[src/rtl/regular_sensor_decoder_pkg.sv]
// Shared constants, state encoding and helpers for the regular sensor decoder
// and other sensor-side blocks.
package regular_sensor_decoder_pkg;

    localparam int SLOT_NUM = 16;
    localparam int SLOT_W   = 4;
    localparam int DATA_W   = 8;

    localparam logic [DATA_W-1:0] DATA_MAX  = 8'd255;
    localparam logic [SLOT_W-1:0] SLOT_LAST = 4'd15;

    typedef enum logic [1:0] {
        IDLE   = 2'd0,
        SAMPLE = 2'd1,
        DRAIN  = 2'd2
    } dec_state_e;

    // An address that never pulsed reports zero rather than stale storage.
    function automatic logic [DATA_W-1:0] entry_data(
        input logic              seen,
        input logic [DATA_W-1:0] value
    );
        logic [DATA_W-1:0] result;
        if (seen) begin
            result = value;
        end else begin
            result = {DATA_W{1'b0}};
        end
        return result;
    endfunction

endpackage

[src/rtl/sensor_frame_counter.sv]
// Slot/data counter pair that walks one 4096-cycle sensor frame
// (16 slots per data step, 256 data steps), cycle-aligned with the sensors.
module sensor_frame_counter
    import regular_sensor_decoder_pkg::*;
(
    input  logic              clk_division,
    input  logic              rst_n,
    input  logic              en,
    input  logic              clear,
    output logic [SLOT_W-1:0] slot_cnt,
    output logic [DATA_W-1:0] data_cnt,
    output logic              frame_last
);

    logic [SLOT_W-1:0] slot_cnt_q;
    logic [SLOT_W-1:0] slot_cnt_d;
    logic [DATA_W-1:0] data_cnt_q;
    logic [DATA_W-1:0] data_cnt_d;

    // Next count: clear wins over enable, data steps when the slot wraps.
    always_comb begin
        slot_cnt_d = slot_cnt_q;
        data_cnt_d = data_cnt_q;
        if (clear) begin
            slot_cnt_d = {SLOT_W{1'b0}};
            data_cnt_d = {DATA_W{1'b0}};
        end else if (en) begin
            slot_cnt_d = slot_cnt_q + 4'd1;
            if (slot_cnt_q == SLOT_LAST) begin
                data_cnt_d = data_cnt_q + 8'd1;
            end else begin
                data_cnt_d = data_cnt_q;
            end
        end else begin
            slot_cnt_d = slot_cnt_q;
            data_cnt_d = data_cnt_q;
        end
    end

    // Counter registers.
    always_ff @(posedge clk_division or negedge rst_n) begin
        if (!rst_n) begin
            slot_cnt_q <= {SLOT_W{1'b0}};
            data_cnt_q <= {DATA_W{1'b0}};
        end else begin
            slot_cnt_q <= slot_cnt_d;
            data_cnt_q <= data_cnt_d;
        end
    end

    assign slot_cnt   = slot_cnt_q;
    assign data_cnt   = data_cnt_q;
    assign frame_last = (slot_cnt_q == SLOT_LAST) && (data_cnt_q == DATA_MAX);

endmodule

[src/rtl/regular_sensor_decoder.sv]
// Decodes one frame of time-slotted sensor pulses into 16 address/value entries
// drained over a valid/ready port. Optional duplicate tracking: SENSOR_DUP_CHECK_EN.
module regular_sensor_decoder
    import regular_sensor_decoder_pkg::*;
(
    input  logic              clk_division,
    input  logic              rst_n,
    input  logic              sample_en,
    input  logic              slot_line,
    output logic              out_valid,
    input  logic              out_ready,
    output logic [SLOT_W-1:0] out_address,
    output logic [DATA_W-1:0] out_data,
    output logic              out_missing,
    output logic              out_dup,
    output logic              busy,
    output logic              overrun
);

    dec_state_e        state_q;
    dec_state_e        state_d;
    logic [SLOT_W-1:0] rd_ptr_q;
    logic [SLOT_W-1:0] rd_ptr_d;
    logic              overrun_q;
    logic              overrun_d;
    logic [SLOT_NUM-1:0] seen_q;
    logic [SLOT_NUM-1:0] seen_d;
    logic [DATA_W-1:0] value_q [SLOT_NUM];

    logic              cnt_en_s;
    logic              cnt_clear_s;
    logic [SLOT_W-1:0] slot_cnt_s;
    logic [DATA_W-1:0] data_cnt_s;
    logic              frame_last_s;
    logic              sample_hit_s;
    logic              first_hit_s;
    logic              drain_s;

    sensor_frame_counter u_frame_counter (
        .clk_division (clk_division),
        .rst_n        (rst_n),
        .en           (cnt_en_s),
        .clear        (cnt_clear_s),
        .slot_cnt     (slot_cnt_s),
        .data_cnt     (data_cnt_s),
        .frame_last   (frame_last_s)
    );

    // Frame sequencing: start, sample window, drain handshake and overrun.
    always_comb begin
        state_d     = state_q;
        rd_ptr_d    = rd_ptr_q;
        overrun_d   = overrun_q;
        cnt_en_s    = 1'b0;
        cnt_clear_s = 1'b0;
        case (state_q)
            IDLE: begin
                if (sample_en) begin
                    state_d     = SAMPLE;
                    cnt_clear_s = 1'b1;
                end else begin
                    state_d = IDLE;
                end
            end
            SAMPLE: begin
                cnt_en_s = 1'b1;
                if (sample_en) begin
                    overrun_d = 1'b1;
                end else begin
                    overrun_d = overrun_q;
                end
                if (frame_last_s) begin
                    state_d  = DRAIN;
                    rd_ptr_d = {SLOT_W{1'b0}};
                end else begin
                    state_d = SAMPLE;
                end
            end
            DRAIN: begin
                // A start strobe here, including on the final handshake, is dropped.
                if (sample_en) begin
                    overrun_d = 1'b1;
                end else begin
                    overrun_d = overrun_q;
                end
                if (out_ready) begin
                    if (rd_ptr_q == SLOT_LAST) begin
                        state_d  = IDLE;
                        rd_ptr_d = {SLOT_W{1'b0}};
                    end else begin
                        state_d  = DRAIN;
                        rd_ptr_d = rd_ptr_q + 4'd1;
                    end
                end else begin
                    state_d = DRAIN;
                end
            end
            default: begin
                state_d  = IDLE;
                rd_ptr_d = {SLOT_W{1'b0}};
            end
        endcase
    end

    // State, read pointer and sticky overrun registers.
    always_ff @(posedge clk_division or negedge rst_n) begin
        if (!rst_n) begin
            state_q   <= IDLE;
            rd_ptr_q  <= {SLOT_W{1'b0}};
            overrun_q <= 1'b0;
        end else begin
            state_q   <= state_d;
            rd_ptr_q  <= rd_ptr_d;
            overrun_q <= overrun_d;
        end
    end

    assign sample_hit_s = (state_q == SAMPLE) && slot_line;
    assign first_hit_s  = sample_hit_s && !seen_q[slot_cnt_s];

    // Seen bits: cleared at frame start, set by the first pulse in a slot.
    always_comb begin
        seen_d = seen_q;
        if (cnt_clear_s) begin
            seen_d = {SLOT_NUM{1'b0}};
        end else if (first_hit_s) begin
            seen_d[slot_cnt_s] = 1'b1;
        end else begin
            seen_d = seen_q;
        end
    end

    // Seen register.
    always_ff @(posedge clk_division or negedge rst_n) begin
        if (!rst_n) begin
            seen_q <= {SLOT_NUM{1'b0}};
        end else begin
            seen_q <= seen_d;
        end
    end

    // Value store: only the first pulse of a slot writes, later pulses are ignored.
    always_ff @(posedge clk_division or negedge rst_n) begin
        if (!rst_n) begin
            for (int i = 0; i < SLOT_NUM; i++) begin
                value_q[i] <= {DATA_W{1'b0}};
            end
        end else if (first_hit_s) begin
            value_q[slot_cnt_s] <= data_cnt_s;
        end
    end

    assign drain_s = (state_q == DRAIN);

`ifdef SENSOR_DUP_CHECK_EN
    logic [SLOT_NUM-1:0] dup_q;
    logic [SLOT_NUM-1:0] dup_d;

    // Dup bits: a pulse into an already-seen slot marks it.
    always_comb begin
        dup_d = dup_q;
        if (cnt_clear_s) begin
            dup_d = {SLOT_NUM{1'b0}};
        end else if (sample_hit_s && seen_q[slot_cnt_s]) begin
            dup_d[slot_cnt_s] = 1'b1;
        end else begin
            dup_d = dup_q;
        end
    end

    // Dup register.
    always_ff @(posedge clk_division or negedge rst_n) begin
        if (!rst_n) begin
            dup_q <= {SLOT_NUM{1'b0}};
        end else begin
            dup_q <= dup_d;
        end
    end

    assign out_dup = drain_s & dup_q[rd_ptr_q];
`else
    assign out_dup = 1'b0;
`endif

    // Entry outputs decode from registered state only and read zero outside DRAIN.
    always_comb begin
        out_valid   = 1'b0;
        out_address = {SLOT_W{1'b0}};
        out_data    = {DATA_W{1'b0}};
        out_missing = 1'b0;
        if (drain_s) begin
            out_valid   = 1'b1;
            out_address = rd_ptr_q;
            out_data    = entry_data(seen_q[rd_ptr_q], value_q[rd_ptr_q]);
            out_missing = ~seen_q[rd_ptr_q];
        end else begin
            out_valid   = 1'b0;
            out_address = {SLOT_W{1'b0}};
            out_data    = {DATA_W{1'b0}};
            out_missing = 1'b0;
        end
    end

    assign busy    = (state_q != IDLE);
    assign overrun = overrun_q;

endmodule

[config.mk]
export PLATFORM = sky130hd
export DESIGN_NAME = regular_sensor_decoder
export DESIGN_NICKNAME = d
export VERILOG_FILES = /design/src/rtl/regular_sensor_decoder_pkg.sv /design/src/rtl/sensor_frame_counter.sv /design/src/rtl/regular_sensor_decoder.sv
export SDC_FILE = /design/constraint.sdc
export NUM_CORES = 1
export LEC_CHECK = 0
export BUFFER_PORTS_ARGS = -buffer_cell sky130_fd_sc_hd__buf_4
export CAP_MARGIN = 20
export CORE_ASPECT_RATIO = 1.2
export CORE_MARGIN = 2
export CORE_UTILIZATION = 31
export CTS_BUF_LIST = sky130_fd_sc_hd__clkbuf_8
export CTS_CLUSTER_SIZE = 16
export DETAILED_ROUTE_END_ITERATION = 10
export PLACE_DENSITY_LB_ADDON = 0.3
export SLEW_MARGIN = 10
export SYNTH_ARGS = -nofsm -noshare
export SYNTH_HDL_FRONTEND = slang
export SYNTH_HIERARCHICAL = 1
export SYNTH_SLANG_ARGS = --single-unit
export TNS_END_PERCENT = 5
[constraint.sdc]
create_clock -name clk_division -period 2.7 [get_ports clk_division]
set_input_delay 0.54 -clock clk_division [delete_from_list [all_inputs] [get_ports clk_division]]
set_output_delay 0.54 -clock clk_division [all_outputs]
set_load 0.005 [all_outputs]
==> impl_metrics.env <==
export IMPL_power_frac_seq_pct=47.3
export IMPL_htreeDepth=4
export IMPL_rrSetupSlack_ns=0.16
export IMPL_synth_fp_nets=561
export IMPL_tritoncts="done"
export IMPL_track_usage_pct=14.5
export IMPL_num_io_pins=22
export IMPL_skew_ns=0.00780
export IMPL_arrival_ns=2.35
export IMPL_ff_latch_area_um2=4080
export IMPL_violations="setup timing"
export IMPL_r2r_end="value_q[29]"
export IMPL_floorplan_initialDensity_pct=31.4
export IMPL_rr_worst_depth=4
export IMPL_yosysSeqAreaShare_pct=52.8
export IMPL_power_internal_mw=4.25
export IMPL_vdd_drop_max_uv=294
export IMPL_fillers=2361
export IMPL_area_growth_pct=17.5
export IMPL_p_comb_share_pct=22.7
export IMPL_wirelength_mm=18.2
export IMPL_max_slew_worst_pin_slew_ns=0.751
export IMPL_r2r_start="u_frame_counter/slot_cnt[0]"
export IMPL_yosys_cell_types_count=42
export IMPL_die_h_um=177
export IMPL_cp_end_kind="output pin"
export IMPL_drt_pass1_iterations=4
export IMPL_fin_util_pct=36.9
export IMPL_antenna_cells=0
export IMPL_clock_sinks=163
export IMPL_via_per_inst=5.16
export IMPL_syn_area_per_cell_um2=14.1
export IMPL_cts_root_buffer="clkbuf_8"
export IMPL_finalPower_mw=6.17
export IMPL_worstSetupStartpointType="register"
export IMPL_numCtsBuffers=17
export IMPL_p_clk_share_pct=30.0
export IMPL_antenna_found_initial=0
export IMPL_grt_pass1_wl_mm=29.2
export IMPL_finalCritPeriodShare_pct=107
export IMPL_chipWidth_um=148
export IMPL_hold_class="input port to async pin"
export IMPL_finalHoldViolations=0
export IMPL_synth_area_um2=7720
export IMPL_core_area_um2=24600
export IMPL_ys_seq_elements=163
export IMPL_worstSetupPathType="register to output pin"
export IMPL_finalNetCount=612
export IMPL_power_leakage_nw=4.15
export IMPL_setup_slack_ns=-0.193
export IMPL_vias=4826
export IMPL_die_area_um2=26200
export IMPL_synthCells=549
export IMPL_setup_viol=8
export IMPL_netSwitchingPower_mw=1.92
export IMPL_synth_warnings=6
export IMPL_num_rows=63
export IMPL_clk_pin_slew_worst_paths_ns=0.09
export IMPL_holdBufCountCts=0
export IMPL_slew_headroom_pct=49.9
export IMPL_io_buffers=20
export IMPL_drcViolationCount=0
export IMPL_wl_per_cell_um=19.4
export IMPL_grt_pass1_vias=5193
export IMPL_fmax_ghz=0.346
export IMPL_postRouteAntennaNets=0
export IMPL_outcome="finished, violations left"
export IMPL_clockBufferDepth=2
export IMPL_worstPathRequired_ns=2.16
export IMPL_drive_gt1_share_pct=48.1
export IMPL_finalMaxSlewViolations=0
export IMPL_insertion_delay_ns=0.46
export IMPL_rsz0062_at_grt="yes"
export IMPL_cp_max_fo=8
export IMPL_layout_min_cycle_time_ns=2.89
export IMPL_drt_iter0_drc=230
export IMPL_grt_max_degree=66
export IMPL_p_sw_share_pct=31.1
export IMPL_drv_cap=0
export IMPL_place_congestion=0.785
export IMPL_multi_input_area_um2=3580
export IMPL_overflow=0
export IMPL_power_density_nw_per_um2=681
export IMPL_dp_hpwl_mm=12.2
[cells in the mapped netlist, drive strengths merged]
| cell | number | share of area (%) |
|---|---|---|
| dfrtp | 163 | 53 |
| mux2 | 133 | 19 |
| mux4 | 36 | 10 |
| a21oi | 26 | 1.7 |
| nand2 | 21 | 1.0 |
| clkbuf | 20 | 0.97 |
| nor2 | 20 | 0.97 |
| a22oi | 18 | 1.7 |
| buf | 12 | 0.83 |
| inv | 10 | 0.49 |
| ha | 7 | 1.1 |
| mux2i | 7 | 0.91 |
| nand3 | 7 | 0.45 |
| nor2b | 7 | 0.57 |
| nand2b | 6 | 0.49 |
| o21ai | 6 | 0.39 |
| and2 | 5 | 0.41 |
| o21a | 5 | 0.49 |
| o31ai | 5 | 0.49 |
| nand4 | 4 | 0.41 |
| or4 | 4 | 0.39 |
| a2111oi | 3 | 0.58 |
| nor3 | 3 | 0.26 |
| or3 | 3 | 0.24 |
| xor2 | 3 | 0.34 |
| a21o | 2 | 0.19 |
| a22o | 2 | 0.23 |
| nor4 | 2 | 0.32 |
| a2111o | 1 | 0.15 |
| a2bb2oi | 1 | 0.11 |
| a32oi | 1 | 0.11 |
| conb | 1 | 0.049 |
| nor3b | 1 | 0.24 |
| nor4b | 1 | 0.31 |
| o211a | 1 | 0.13 |
| or2 | 1 | 0.081 |
| xnor2 | 1 | 0.11 |
[worst max path at each step]
stage	endpoint	startpoint	slack, ns	cells after the start
after floorplan	out_data[3]	rd_ptr_q[0]	0.17	6
after global placement	value_q[16]	u_frame_counter/slot_cnt[0]	0.19	4
after detailed placement	value_q[21]	u_frame_counter/slot_cnt[0]	0.17	4
after CTS	out_data[7]	rd_ptr_q[0]	-0.24	6
after global routing	out_data[4]	rd_ptr_q[0]	-0.29	6
final	out_data[7]	rd_ptr_q[0]	-0.19	6
[layout make-up]
cell class,count,share of cell area [%]
sequential,163,45.0
multi-input combinational,344,39.5
timing repair buffer,64,6.18
tap,325,4.48
clock buffer,18,2.73
clock inverter,12,1.74
inverter,10,0.414
[kinds of logic after synthesis]
| family | Yosys count | share of synthesized area [%] |
|---|---|---|
| and+or+nand+nor | 85 | 6.16 |
| DFF | 163 | 52.8 |
| adders and majority gates | 7 | 1.13 |
| buffers and inverters | 42 | 2.28 |
| muxes | 176 | 30.8 |
| xor gates and xnor gates | 4 | 0.454 |
| AOI/OAI and AO/OA | 71 | 6.30 |
| other | 1 | 0.0486 |
[through the flow]
stage	hold WS [ns]	area (um2)	setup TNS, ns	setup slack [ns]	cells
after floorplan	0.244	7720	0	0.168	549
after detailed placement	0.450	8470	0	0.175	900
final	0.0661	9070	-1.50	-0.193	936
after global routing	0.0822	9070	-2.33	-0.294	936
after global placement	0.438	8470	0	0.194	900
after CTS	0.0676	8900	-1.79	-0.243	933
[critical path: stages (launching register included)]
cell and delay, ns:
dfrtp_2 0.50, mux2_4 0.32, mux4_2 0.49, a32oi_2 0.20, buf_6 0.20, a21oi_2 0.05, buf_4 0.14
[power by group through the flow]
stage | clock network [mW] | logic, mW | registers [mW]
floorplan | 0 | 0.946 | 2.87
global placement | 0 | 1.32 | 2.95
detailed placement | 0 | 1.37 | 2.96
CTS | 1.90 | 1.39 | 2.91
global route | 2.00 | 1.53 | 2.95
finish | 1.85 | 1.40 | 2.92
[per-layer routing]
metal  GRT usage (%)  vias up  share of wire [%]
li1                -     2136                  -
met1            17.5     2589                 42
met2            26.0       72                 53
met3            2.11       29                2.4
met4            5.91        0                2.5
met5               0        -                  0
[flip-flops by register name, summed over array words and instances (netlist names)]
register / flops
u_frame_counter/data_cnt: 8
rd_ptr_q: 4
seen_q: 16
u_frame_counter/slot_cnt: 4
value_q: 128
overrun: 1
state_q: 2
[cell usage in the layout, fill, tap and decap left out, types with 7 or more instances in the layout]
| cell type | Yosys | routed |
|---|---|---|
| nor2_1 | 20 | 20 |
| nand2_1 | 21 | 21 |
| mux2i_1 | 7 | 7 |
| nor2b_1 | 7 | 7 |
| a22oi_1 | 18 | 7 |
| mux4_2 | 36 | 36 |
| nand3_1 | 7 | 7 |
| inv_1 | 10 | 11 |
| a21oi_1 | 26 | 18 |
| ha_1 | 7 | 7 |
| a22oi_2 | 0 | 11 |
| dfrtp_1 | 163 | 162 |
| clkbuf_8 | 0 | 18 |
| a21oi_2 | 0 | 8 |
| mux2_2 | 133 | 129 |
| buf_4 | 1 | 56 |
[timing repair]
| item | in CTS | in global routing |
|---|---|---|
| pin swaps | 0 | 2 |
| cloned | 0 | 1 |
| setup buffers | 3 | 2 |
| resized for setup | 2 | 25 |
| endpoints found under the setup margin | 9 | 9 |
(Power assumes the default switching activity.)
